`config.mk`:
```
export PLATFORM = sky130hd
export DESIGN_NAME = instr_fetch_unit
export DESIGN_NICKNAME = d
export VERILOG_FILES = /design/src/rtl/fetch_pkg.sv /design/src/rtl/fetch_fifo.sv /design/src/rtl/instr_fetch_unit.sv
export SDC_FILE = /design/constraint.sdc
export NUM_CORES = 1
export LEC_CHECK = 0
export ABC_AREA = 0
export BUFFER_PORTS_ARGS = -buffer_cell sky130_fd_sc_hd__buf_2
export CAP_MARGIN = 20
export CORE_ASPECT_RATIO = 1.4
export CORE_MARGIN = 2
export CORE_UTILIZATION = 58
export DETAILED_ROUTE_END_ITERATION = 8
export GPL_TIMING_DRIVEN = 0
export HOLD_SLACK_MARGIN = 0.1
export PLACE_DENSITY = 0.85
export SETUP_SLACK_MARGIN = 0.5
export SLEW_MARGIN = 20
export SYNTH_ARGS = -nofsm -noshare
export SYNTH_HDL_FRONTEND = slang
export SYNTH_SLANG_ARGS = --single-unit
```
`constraint.sdc`:
```
create_clock -name clock -period 12.6 [get_ports clock]
set_input_delay 2.52 -clock clock [delete_from_list [all_inputs] [get_ports clock]]
set_output_delay 2.52 -clock clock [all_outputs]
set_load 0.005 [all_outputs]
```
`src/rtl/fetch_pkg.sv`:
```
// Shared types for the instruction fetch stage: FSM states, FIFO entry layout, reset address.
package fetch_pkg;

    localparam int FETCH_ADDR_W = 32;
    localparam int FETCH_DATA_W = 32;
    localparam logic [FETCH_ADDR_W-1:0] FETCH_RESET_ADDR = '0;

    typedef enum logic [1:0] {
        FETCH_IDLE,
        FETCH_REQ,
        FETCH_DRAIN
    } fetch_state_t;

    typedef struct packed {
        logic [FETCH_DATA_W-1:0] instr;
        logic [FETCH_ADDR_W-1:0] pc;
    } fetch_entry_t;

endpackage

```
`src/rtl/fetch_fifo.sv`:
```
// Small synchronous FIFO of fetched {instr, pc} entries; clear beats push and pop.
module fetch_fifo
    import fetch_pkg::*;
#(
    parameter int DEPTH = 2,
    localparam int CNT_W = $clog2(DEPTH + 1)
) (
    input  logic             clock,
    input  logic             reset,
    input  logic             push,
    input  fetch_entry_t     push_entry,
    input  logic             pop,
    input  logic             clear,
    output logic [CNT_W-1:0] count,
    output fetch_entry_t     head
);

    localparam int PTR_W = (DEPTH > 1) ? $clog2(DEPTH) : 1;

    fetch_entry_t     mem [DEPTH];
    logic [PTR_W-1:0] wr_ptr;
    logic [PTR_W-1:0] rd_ptr;

    // DEPTH is a power of two, so the pointers wrap on their own.
    always_ff @(posedge clock or posedge reset) begin
        if (reset) begin
            wr_ptr <= '0;
            rd_ptr <= '0;
            count  <= '0;
            for (int i = 0; i < DEPTH; i++) begin
                mem[i] <= '0;
            end
        end else if (clear) begin
            wr_ptr <= '0;
            rd_ptr <= '0;
            count  <= '0;
        end else begin
            if (push) begin
                mem[wr_ptr] <= push_entry;
                wr_ptr      <= wr_ptr + PTR_W'(1);
            end
            if (pop) begin
                rd_ptr <= rd_ptr + PTR_W'(1);
            end
            count <= count + CNT_W'(push) - CNT_W'(pop);
        end
    end

    assign head = mem[rd_ptr];

endmodule

```
`src/rtl/instr_fetch_unit.sv`:
```
// Fetch stage: issues word reads at the PC, buffers returned instructions for decode.
// Optional FETCH_ALIGN_CHECK_EN adds a sticky misaligned-PC fault that blocks issue.
module instr_fetch_unit
    import fetch_pkg::*;
#(
    parameter int ADDR_W = FETCH_ADDR_W,
    parameter int DATA_W = FETCH_DATA_W,
    parameter int DEPTH  = 2
) (
    input  logic              clock,
    input  logic              reset,
    input  logic [ADDR_W-1:0] pc_addr,
    output logic              pc_advance,
    input  logic              flush,
    output logic              mem_req,
    output logic [ADDR_W-1:0] mem_addr,
    input  logic              mem_ack,
    input  logic [DATA_W-1:0] mem_rdata,
    output logic              ir_valid,
    output logic [DATA_W-1:0] ir_data,
    output logic [ADDR_W-1:0] ir_pc,
    input  logic              ir_ready,
    output logic              fetch_fault
);

    // state       | meaning
    // FETCH_IDLE  | no request outstanding; issue when FIFO has room
    // FETCH_REQ   | request outstanding, response will be kept
    // FETCH_DRAIN | request outstanding after flush, response discarded

    localparam int CNT_W = $clog2(DEPTH + 1);

    fetch_state_t     state, state_next;
    logic             issue;
    logic             push;
    logic             pop;
    logic             fault_block;
    logic [CNT_W-1:0] count;
    fetch_entry_t     push_entry;
    fetch_entry_t     head;

`ifdef FETCH_ALIGN_CHECK_EN
    logic fault_q;
    logic misaligned;

    assign misaligned = (state == FETCH_IDLE) && (pc_addr[1:0] != 2'b00);

    always_ff @(posedge clock or posedge reset) begin
        if (reset) begin
            fault_q <= 1'b0;
        end else if (misaligned) begin
            fault_q <= 1'b1;
        end
    end

    assign fault_block = fault_q || misaligned;
    assign fetch_fault = fault_q;
`else
    assign fault_block = 1'b0;
    assign fetch_fault = 1'b0;
`endif

    always_ff @(posedge clock or posedge reset) begin
        if (reset) begin
            state <= FETCH_IDLE;
        end else begin
            state <= state_next;
        end
    end

    always_comb begin
        state_next = state;
        issue      = 1'b0;
        push       = 1'b0;
        case (state)
            FETCH_IDLE: begin
                if ((count < CNT_W'(DEPTH)) && !flush && !fault_block) begin
                    issue      = 1'b1;
                    state_next = FETCH_REQ;
                end
            end
            FETCH_REQ: begin
                if (mem_ack) begin
                    push       = !flush;
                    state_next = FETCH_IDLE;
                end else if (flush) begin
                    state_next = FETCH_DRAIN;
                end
            end
            FETCH_DRAIN: begin
                if (mem_ack) begin
                    state_next = FETCH_IDLE;
                end
            end
            default: state_next = FETCH_IDLE;
        endcase
    end

    // Address only loads on issue, so it is stable for the whole request.
    always_ff @(posedge clock or posedge reset) begin
        if (reset) begin
            mem_addr <= FETCH_RESET_ADDR;
        end else if (issue) begin
            mem_addr <= pc_addr;
        end
    end

    assign mem_req    = (state != FETCH_IDLE);
    assign pc_advance = (state == FETCH_REQ) && mem_ack && !flush;

    assign push_entry.instr = mem_rdata;
    assign push_entry.pc    = mem_addr;
    assign pop              = ir_valid && ir_ready;

    fetch_fifo #(.DEPTH(DEPTH)) u_fifo (
        .clock      (clock),
        .reset      (reset),
        .push       (push),
        .push_entry (push_entry),
        .pop        (pop),
        .clear      (flush),
        .count      (count),
        .head       (head)
    );

    assign ir_valid = (count != '0);
    assign ir_data  = head.instr;
    assign ir_pc    = head.pc;

endmodule

```
Word level (Yosys, flattened, before mapping)
Index checks and enable logic that the tools add are counted.
{"block": "word_totals", "inputBits": 69, "word_cells": 58, "register_bits": 166}
{"block": "classes", "n_reduce_logical": 13, "n_mux": 20, "n_addsub": 4, "eq_ne": 5, "n_bitwise": 3, "n_lt_le_gt_ge": 4}
{"cell": "two-way mux 64 bit", "count": 4}
{"cell": "bitwise mux 128 bit", "count": 1}
{"cell": "demux 64 bit (select 1 bit)", "count": 1}
{"cell": "two-way mux 2 bit", "count": 5}
{"cell": "two-way mux 1 bit", "count": 8}
{"cell": "nonzero test 2 bit", "count": 4}
{"cell": "case mux 2 bit (3 select lines)", "count": 1}
{"cell": "logical AND 1 bit", "count": 5}
{"cell": "greater-or-equal comparator 2 bit (second input constant)", "count": 2}
{"cell": "!= test 2 bit (second input constant)", "count": 2}
{"cell": "NOT 1 -> 2 bit", "count": 2}
{"cell": "!= test 3 bit (second input constant)", "count": 1}
{"cell": "AND reduction 3 bit", "count": 1}
{"cell": "adder 1 bit (second input constant)", "count": 2}
{"cell": "adder 2 x 1 -> 2 bit", "count": 1}
{"cell": "equality test 2 x 1 -> 1 bit (second input constant)", "count": 1}
{"cell": "equality test 2 bit (second input constant)", "count": 1}
{"cell": "zero test 2 bit", "count": 1}
{"cell": "< comparator 2 x 1 -> 1 bit (second input constant)", "count": 1}
{"cell": "< comparator 2 bit (second input constant)", "count": 1}
{"cell": "AND reduction 2 bit", "count": 1}
{"cell": "subtractor 2 x 1 -> 2 bit", "count": 1}
{"cell": "zero test 1 bit", "count": 1}
{"cell": "NOT 1 bit", "count": 1}

Depth between registers and ports, before layout
{"block": "logic_depth", "word_depth": 6, "mapped_depth": 6}

By module
From an unflattened synthesis, not the netlist that was laid out.
{"block": "unflattened", "cells_unflattened": 443, "area_unflattened_um2": 7399.6}
{"module": "fetch_fifo", "area_per_inst_um2": 6052.1, "cells_per_inst": 359, "seq_area_each_um2": 3303.2, "instances": 1}
{"module": "instr_fetch_unit", "area_per_inst_um2": 1347.5, "cells_per_inst": 84, "seq_area_each_um2": 850.8, "instances": 1}

Worst setup path before layout
No wires, ideal clock.
{"block": "synth_path", "path_type": "input to output", "start": "in flush", "end": "out pc_advance", "t_arrival_ps": 2912, "path_stages": 2, "required_ps": 10080, "setup_slack_ps": 7168, "path_cell_list": "buf_6 and4bb_2"}
{"block": "synth_between", "elab_chain_len": 2}
{"element": "start, declared", "line_no": "instr_fetch_unit.sv:14", "text": "input logic flush,"}
{"element": "zero test 1 bit", "line_no": "instr_fetch_unit.sv:109", "text": "assign pc_advance = (state == FETCH_REQ) && mem_ack && !flush;"}
{"element": "logical AND 1 bit", "line_no": "instr_fetch_unit.sv:109"}
{"element": "end, declared", "line_no": "instr_fetch_unit.sv:13", "text": "output logic pc_advance,"}
Every way passes these cells.

Worst setup path after layout
Ends and elaborated chain as after synthesis.

==> results.md <==
- Status: completed
- Most frequent cells in the layout: buf_2 (177), dfrtp_1 (166), mux2_2 (156)
- Number of enable flip-flop cells after synthesis: 0
- Vias in the first global route: 4,717
- F_max: 181 MHz
- Power Dens Cells: 244 mW/mm^2
- Synth Flop Type: dfrtp_1
- Layout cell share with drive strength beyond 1: 0.695
- Setup slack after layout: 7.06 ns
- Final min period: 5.54 ns
- Die height: 137 um
- Final Max Slew Viols: 0
- Post-DP HPWL: 10.2 mm
- Core area: 0.0124 sq mm
- Tot GR Track Use: 0.226
- Unrepaired setup endpoints after global routing: no
- Antenna violations before repair: 1
- Area grow syn2layout: 22.8%
- Crit path kind: in -> out
- Maximum clock insertion buffer count: 2
- Final Hold Viols: 0
- WHS: 0.485 ns
- Share of power burned in registers: 0.415
- Syn nets: 514
- Library cells used by synthesis: 28
- Internal: 1.58 mW
- Most common cell after layout, fill and taps aside: buf_2
- Startpoint Class: primary input
- Root Driver: clkbuf_16
- Post-layout util: 0.732
- Peak supply drop: 0.000143 V
- Multi-input logic area: 0.00296 sq mm
- Net Sw Frac: 0.286
- GR Overflow Total: 0
- Post_cts resized: 0
- Hold_buf cts: 0
- # DRC: 0
- Port-buffer cells: 166
- Synthesized area per cell: 16.6 sq um
- Clock Power Share: 0.245
- First-pass GRT wire length: 24.1 mm
- CTS Buf Count: 17
- Largest net degree at the start of global routing: 87
- Drt pass-1 iters: 4
- Worst skew pair latency: 0.41 ns
- Initial Util: 0.596
- Routed len/inst: 18.8 um
- Share of synthesized registers carrying an async set or reset: 1.00
- Gate power share: 0.340
- Setup TNS: 0 ns
- Post-DRT Antenna Nets: 0
- Placer Congestion: 0.778
- Vias: 4,310
- Worst Setup End Kind: output pin
- Final cycle utilization of the critical path: 0.440
- Worst Path Arrival: 3.02 ns
- Synth warnings: 0
- IO Count: 169
- Pre-CTS setup slack: 7.06 ns
- Maxcap violations: 0
- Register area: 0.00415 sq mm
- HP Class: reg -> reg
- Yosys reg bits: 166
- Vias per cell: 5.43
- Peak fanout along the critical path: 9
- Synthesized instance count: 443
- Leak Pwr: 4.45 nW
- WP data required: 10.08 ns
- Overall Power: 2.21 mW
- Rows: 48
- Final net count: 700
- Routed WL: 15.0 mm
- Fill cell count: 823
- Slew margin rel.: 0.587
- Register area share after synthesis: 0.563
- Clk sinks: 166
- P_sw: 0.634 mW
- DRT iter0 DRCs: 78
- Setup Fix Bufs, Post-CTS: 0
- Setup violators final: 0
- CTS tree: done
- H-tree levels: 4
- Clock transition at path regs: 0.06 ns
- Syn Std Cell Area: 0.00737 sq mm
- Chip width: 99.3 um
- Die area: 0.0136 sq mm
- Final Skew: 0.00910 ns
- Worst-Margin Slew: 0.619 ns
==> cell type report <==
type,instances,share of cell area
clock inverter,12,0.0184
timing repair buffer,167,0.0948
tap,150,0.0207
multi-input combinational,249,0.327
inverter,3,0.00207
buffer,25,0.0269
antenna,2,0.000553
sequential,166,0.459
clock buffer,20,0.0504
==> registers in the layout (all words and copies together) (netlist names) <==
signal         flops
u_fifo.mem       128
state              2
u_fifo.wr_ptr      1
mem_addr          32
u_fifo.rd_ptr      1
u_fifo.count       2
==> power groups by stage <==
stage	logic (mW)	registers, mW	clock network, mW
5_1_grt	0.817	0.951	0.569
3_5_place_dp	0.756	0.922	0
6_report	0.753	0.919	0.541
4_1_cts	0.766	0.918	0.550
3_3_place_gp	0.734	0.901	0
2_1_floorplan	0.493	0.882	0
==> cell families (layout without fill, tap and decap cells) <==
group	count (synthesis)	in the layout	synth area share
multiplexers	224	224	0.373
flip-flops	166	166	0.563
AO/OA/AOI/OAI	3	3	0.00289
XOR/XNOR	4	4	0.00475
buffers and inverters	28	227	0.0346
AND/OR/NAND/NOR	15	15	0.0177
other	1	3	0.000509
adder cells (fa/ha/maj)	2	2	0.00339
==> synthesized netlist by cell type, types with 2 or more instances <==
master	n	area [sq um]
mux2_4	60	901
nor2_1	3	11.3
dfrtp_1	166	4150
nand3b_1	2	15.0
clkbuf_1	2	7.51
ha_1	2	25.0
buf_4	4	30.0
buf_12	7	140
mux2_2	156	1760
inv_1	3	11.3
buf_2	11	55.1
or2_2	2	12.5
mux2_1	8	90.1
xor2_1	2	17.5
xnor2_1	2	17.5
==> worst paths after layout <==
check	depth (start not counted)	start	to	slack, ns
worst max-delay path	3	flush	pc_advance	7.06
worst min-delay path	1	u_fifo.mem[24]	u_fifo.mem[24]	0.48
worst max register to register	4	state[0]	mem_addr[10]	10.77
worst min register to register	1	u_fifo.mem[24]	u_fifo.mem[24]	0.48
max in group asynchronous	3	reset	u_fifo.mem[10]	9.63
min in group asynchronous	2	reset	u_fifo.mem[123]	2.18
==> metal layers <==
| metal | track usage | wire length, um | up-vias |
|---|---|---|---|
| met2 | 0.391 | 7970 | 113 |
| li1 | - | - | 1953 |
| met3 | 0.0553 | 730 | 22 |
| met5 | 0 | 0 | - |
| met4 | 0.0845 | 303 | 0 |
| met1 | 0.276 | 5950 | 2222 |
==> critical path, cell delays in order <==
cell      delay, ns
buf_6          0.12
and4bb_2       0.27
buf_2          0.11
==> metrics by stage <==
stage / cells / area (sq um)
after global routing: 793 / 9050
after CTS: 792 / 9050
after floorplan: 443 / 7370
final: 794 / 9050
after detailed placement: 760 / 8430
after global placement: 759 / 8390
No activity file was read; power rests on OpenSTA's default activity.
